**src/rtl/music_player_ng.sv**
```systemverilog
// music_player_ng: ROM-driven square-wave note sequencer with play/pause, song select and repeat.
module music_player_ng #(
    parameter int SIM = 0,
    parameter int SONGS = 4,
    parameter int SAMPLE_W = 16,
    parameter int NOTE_AW = 5,
    parameter int BEAT_FRAMES = 12000,
    localparam int SB = $clog2(SONGS),
    localparam int PHASE_W = 20
) (
    input  logic                        clk,
    input  logic                        reset,
    input  logic                        play_pause,
    input  logic                        next,
    input  logic                        prev,
    input  logic                        repeat_mode,
    input  logic                        NewFrame,
    input  logic [15:0]                 rom_data,
    output logic [SB+NOTE_AW-1:0]       rom_addr,
    output logic signed [SAMPLE_W-1:0]  sample,
    output logic                        play,
    output logic [SB-1:0]               song
);
    localparam int BL = SIM ? 4 : BEAT_FRAMES;
    localparam int FW = $clog2(BL + 1);
    localparam logic [FW-1:0] LAST_FRAME = FW'(BL - 1);
    localparam logic [SB-1:0] LAST_SONG = SB'(SONGS - 1);
    localparam logic [SAMPLE_W-1:0] POS = SAMPLE_W'(2 ** (SAMPLE_W - 2));
    localparam logic [SAMPLE_W-1:0] NEG = SAMPLE_W'(-(2 ** (SAMPLE_W - 2)));

    typedef enum logic [1:0] {PAUSE, FETCH, LOAD, PLAY} state_t;

    state_t state, state_n;
    logic play_n, eos;
    logic [SB-1:0] song_n;
    logic [NOTE_AW-1:0] idx, idx_n;
    logic [FW-1:0] frame, frame_n;
    logic [5:0] beat, beat_n, dur, dur_n;
    logic [9:0] step, step_n;
    logic [PHASE_W-1:0] phase, phase_n;
    logic [SAMPLE_W-1:0] smp, smp_n;

    assign rom_addr = {song, idx};
    assign sample = (play && state == PLAY) ? smp : '0;

    always_ff @(posedge clk) begin
        if (reset) begin
            state <= PAUSE;
            play  <= 1'b0;
            song  <= '0;
            idx   <= '0;
            frame <= '0;
            beat  <= '0;
            dur   <= '0;
            step  <= '0;
            phase <= '0;
            smp   <= '0;
        end else begin
            state <= state_n;
            play  <= play_n;
            song  <= song_n;
            idx   <= idx_n;
            frame <= frame_n;
            beat  <= beat_n;
            dur   <= dur_n;
            step  <= step_n;
            phase <= phase_n;
            smp   <= smp_n;
        end
    end

    always_comb begin
        state_n = state;
        play_n  = play ^ play_pause;
        song_n  = song;
        idx_n   = idx;
        frame_n = frame;
        beat_n  = beat;
        dur_n   = dur;
        step_n  = step;
        phase_n = phase;
        smp_n   = smp;
        eos     = 1'b0;
        case (state)
            PAUSE: state_n = play_n ? FETCH : PAUSE;
            FETCH: state_n = LOAD;
            LOAD: begin
                step_n  = rom_data[15:6];
                dur_n   = rom_data[5:0];
                phase_n = '0;
                frame_n = '0;
                beat_n  = '0;
                eos     = (rom_data[5:0] == 6'd0);
                state_n = PLAY;
            end
            PLAY: if (play && NewFrame) begin
                phase_n = phase + PHASE_W'(step);
                smp_n   = (step == 10'd0) ? '0 : phase_n[PHASE_W-1] ? NEG : POS;
                frame_n = (frame == LAST_FRAME) ? '0 : frame + 1'b1;
                beat_n  = (frame == LAST_FRAME) ? beat + 1'b1 : beat;
                if (frame == LAST_FRAME && beat_n == dur) begin
                    beat_n  = '0;
                    idx_n   = idx + 1'b1;
                    eos     = &idx;
                    state_n = FETCH;
                end
            end
            default: state_n = PAUSE;
        endcase
        // End of song: either replay this song or advance to the next one
        if (eos) begin
            idx_n   = '0;
            state_n = FETCH;
            song_n  = repeat_mode ? song : (song == LAST_SONG) ? '0 : song + 1'b1;
        end
        if (next ^ prev) begin
            song_n  = next ? ((song == LAST_SONG) ? '0 : song + 1'b1)
                           : ((song == '0) ? LAST_SONG : song - 1'b1);
            idx_n   = '0;
            frame_n = '0;
            beat_n  = '0;
            phase_n = '0;
            state_n = FETCH;
        end
    end
endmodule

```
**config.mk**
```make
export PLATFORM = sky130hd
export DESIGN_NAME = music_player_ng
export DESIGN_NICKNAME = d
export VERILOG_FILES = /design/src/rtl/music_player_ng.sv
export SDC_FILE = /design/constraint.sdc
export NUM_CORES = 1
export LEC_CHECK = 0
export CAP_MARGIN = 25
export CORE_MARGIN = 2
export CORE_UTILIZATION = 45
export CTS_BUF_LIST = sky130_fd_sc_hd__clkbuf_4 sky130_fd_sc_hd__clkbuf_8
export DETAILED_ROUTE_END_ITERATION = 7
export GPL_ROUTABILITY_DRIVEN = 0
export HOLD_SLACK_MARGIN = 0.02
export PLACE_DENSITY = 0.69
export SKIP_CTS_REPAIR_TIMING = 1
export SYNTH_ARGS = -nofsm -noshare
export SYNTH_HDL_FRONTEND = slang
export SYNTH_SLANG_ARGS = --single-unit
export TNS_END_PERCENT = 5
```
**constraint.sdc**
```tcl
create_clock -name clk -period 4 [get_ports clk]
set_clock_uncertainty 0.1 [all_clocks]
set_input_delay 1 -clock clk [delete_from_list [all_inputs] [get_ports clk]]
set_output_delay 1 -clock clk [all_outputs]
set_load 0.02 [all_outputs]
```
==> impl_metrics.yaml <==
logic_synthesis:
  synth.distinct_cells: 61
  avgSynthCellArea_sq_um: 8.675
  yosysMostFrequentCell: "dfxtp_1"
  ys.flop_type: "dfxtp_1"
  ys_ff_latch: 68
  ys_warn_count: 0
  synth_commonest_cells: "68 x dfxtp_1, 60 x nor2_1, 29 x nand2_1, 24 x a21oi_1, 22 x mux2i_1"
  synth_area_leaders: "dfxtp_1 36%, ha_1 6.0%, nor2_1 6.0%"
  ys_seq_area_frac: 0.3599
  synth_area_sq_um: 3782
  synthCells: 436
  synth_edf_count: 0
  synth_top_area_share: 0.3599
  yosys.area.top_type: "dfxtp_1"
  async_flop_share: 0
sta:
  maxSlewHeadroom: 0.5606
  drv_slew: 0
  clock.fmax_mhz: 308.1
  hold_violations: 0
  setup_viol_count_final: 0
  tightest_slew_ns: 0.6592
  setup_tns_ns: 0
  rsz0062_at_grt: "false"
  hold_slack_ns: 0.3611
  fin_crit_sh: 0.8114
  fin_crit_ns: 3.245
critical_path:
  slowest_stage: "a2111oi_4"
  worstPathRequired_ns: 4.11
  crit_chain: "ha_1 > nand4_1 > or4_4 > or3_4 > a2111oi_4 > nor2_1 > a32oi_1 > nor2_1"
  critPathTopFamily: "simple AND/OR/NAND/NOR gates"
  crit_path_end_kind: "flip-flop"
  cp_num_cells: 8
  critPathMostFrequentCell: "nor2_1"
  max_stage_delay_ns: 0.67
  worst-path-buf-inv: 0
  cp_max_fo: 9
  r2r_setup_slack_ns: 0.75
  reg2regPathDepth: 8
  critPathKind: "flip-flop to flip-flop"
  critPathLaunchType: "flip-flop"
  cp.arrival_ns: 3.36
clock_tree:
  cts.sinks: 68
  cts_root_buf: "clkbuf_8"
  clk_pin_slew_ns: 0.07
  clock_latency_ns: 0.34
  cts_buffers: 9
  cts-htree-levels: 3
  clk_path_buf_depth: 2
  cts_tree: "done"
cells_and_area:
  syn_to_final_growth_pct: 15.71
  diodes: 0
  fin_util: 0.5354
  layout.cells.non_filler: 581
  fillerInstances: 786
  drive_above_1_share: 0.07143
  final_nets: 513
grt:
  grt_overflow: 0
  grt_usage: 0.1981
  grt_pass1_wl_um: 14260
  first_global_vias: 3115
  antenna_found_initial: 0
  grt_max_degree: 27
detailed_routing:
  routed_via_density: 5.596
  wirelength_um: 8248
  drt_iter0_markers: 201
  drtPass1Iterations: 5
  drc: 0
  postRouteAntennaNets: 0
  vias: 3251
  wire_per_inst_um: 14.20
power_and_ir_drop:
  powerDensity_nw_per_um2: 327.9
  p_leak_nw: 1.700
  irDropWorstVdd_mv: 0.1512
hold_path:
  hold_path_class: "flip-flop to flip-flop"
  hold_depth: 2
die:
  core.rowCount: 33
  die_y_um: 95.68
  core-area_sq_um: 8175
  ios: 49
  dieArea_sq_um: 9155
  die_x_um: 95.68
  start_util: 0.4627
placement:
  place_inst: 565
  io_buffers: 34
  post-dp-hpwl_um: 5938
flow_run:
  max-cap-violations: 0
outcome:
  status: "completed"
-- sequential cells by signal (all words and copies together), names as in the netlist --
signal  flops
step       10
frame      14
dur         6
phase      20
state       2
smp         2
song        2
beat        6
idx         5
play        1
-- worst min-delay path, delay by kind of cell, from the launching register on --
family	cells	cell delay, ns
DFF	1	0.32
and+or+nand+nor	1	0.05
AOI/OAI and AO/OA	1	0.05
-- stage by stage --
| step | area [sq um] | setup slack [ns] | power, mW |
|---|---|---|---|
| after floorplan | 3831 | 1.049 | 0.8390 |
| after global placement | 4185 | 0.8676 | 0.8878 |
| after detailed placement | 4185 | 0.7899 | 0.8922 |
| after CTS | 4377 | 0.7597 | 1.447 |
| after global routing | 4377 | 0.5057 | 1.499 |
| final | 4377 | 0.7545 | 1.435 |
-- logic make-up after synthesis --
logic type | synth area share
other | 0.0009914
AO/OA/AOI/OAI | 0.1575
multiplexers | 0.05822
AND/OR/NAND/NOR | 0.2385
adder cells (fa/ha/maj) | 0.06484
buffers and inverters | 0.05590
flip-flops | 0.3599
XOR/XNOR | 0.06417
-- cells in the final DEF (no fill, tap or decap), types with 6 or more instances in the layout --
| master | netlist | routed |
|---|---|---|
| a21oi_1 | 24 | 24 |
| xnor2_1 | 15 | 15 |
| nor2_1 | 60 | 60 |
| a31oi_1 | 8 | 8 |
| nand3_1 | 9 | 9 |
| conb_1 | 1 | 14 |
| and3_1 | 15 | 15 |
| or3_1 | 6 | 6 |
| clkdlybuf4s50_1 | 0 | 34 |
| dfxtp_1 | 68 | 68 |
| a22oi_1 | 8 | 8 |
| nand4_1 | 9 | 9 |
| inv_1 | 9 | 9 |
| clkbuf_8 | 0 | 9 |
| buf_4 | 16 | 8 |
| o21ai_0 | 17 | 17 |
| xor2_1 | 10 | 10 |
| mux2i_1 | 22 | 22 |
| ha_1 | 18 | 18 |
| nand2_1 | 29 | 29 |
-- power breakdown --
part / leakage [nW] / switching, mW / total [mW] / internal, mW
clock network: 0.0999 / 0.259 / 0.558 / 0.299
registers: 0.549 / 0.0149 / 0.705 / 0.690
logic: 1.05 / 0.0983 / 0.172 / 0.0741
total: 1.70 / 0.372 / 1.44 / 1.06
-- area by class of cell --
type,instances,area (sq um),area share
Clock buffer,11,138.9,0.03173
Clock inverter,5,52.55,0.01201
Inverter,9,33.78,0.007719
Multi-Input combinational cell,341,2258,0.5160
Sequential cell,68,1361,0.3110
Tap cell,105,131.4,0.03002
Timing Repair Buffer,42,400.4,0.09148
-- worst paths after layout --
path	from	endpoint
max	frame[0]	beat[1]
min	phase[5]	phase[5]
max reg2reg	frame[0]	beat[1]
min reg2reg	phase[5]	phase[5]
-- routing by layer --
metal  up-vias  track usage  part of all wire
met3        12      0.04822             0.040
met4         0      0.06786             0.016
met2        79       0.3223              0.47
met5         -            0                 0
met1      1533       0.2563              0.47
li1       1627            -                 -
No activity file was read; power rests on OpenSTA's default activity.
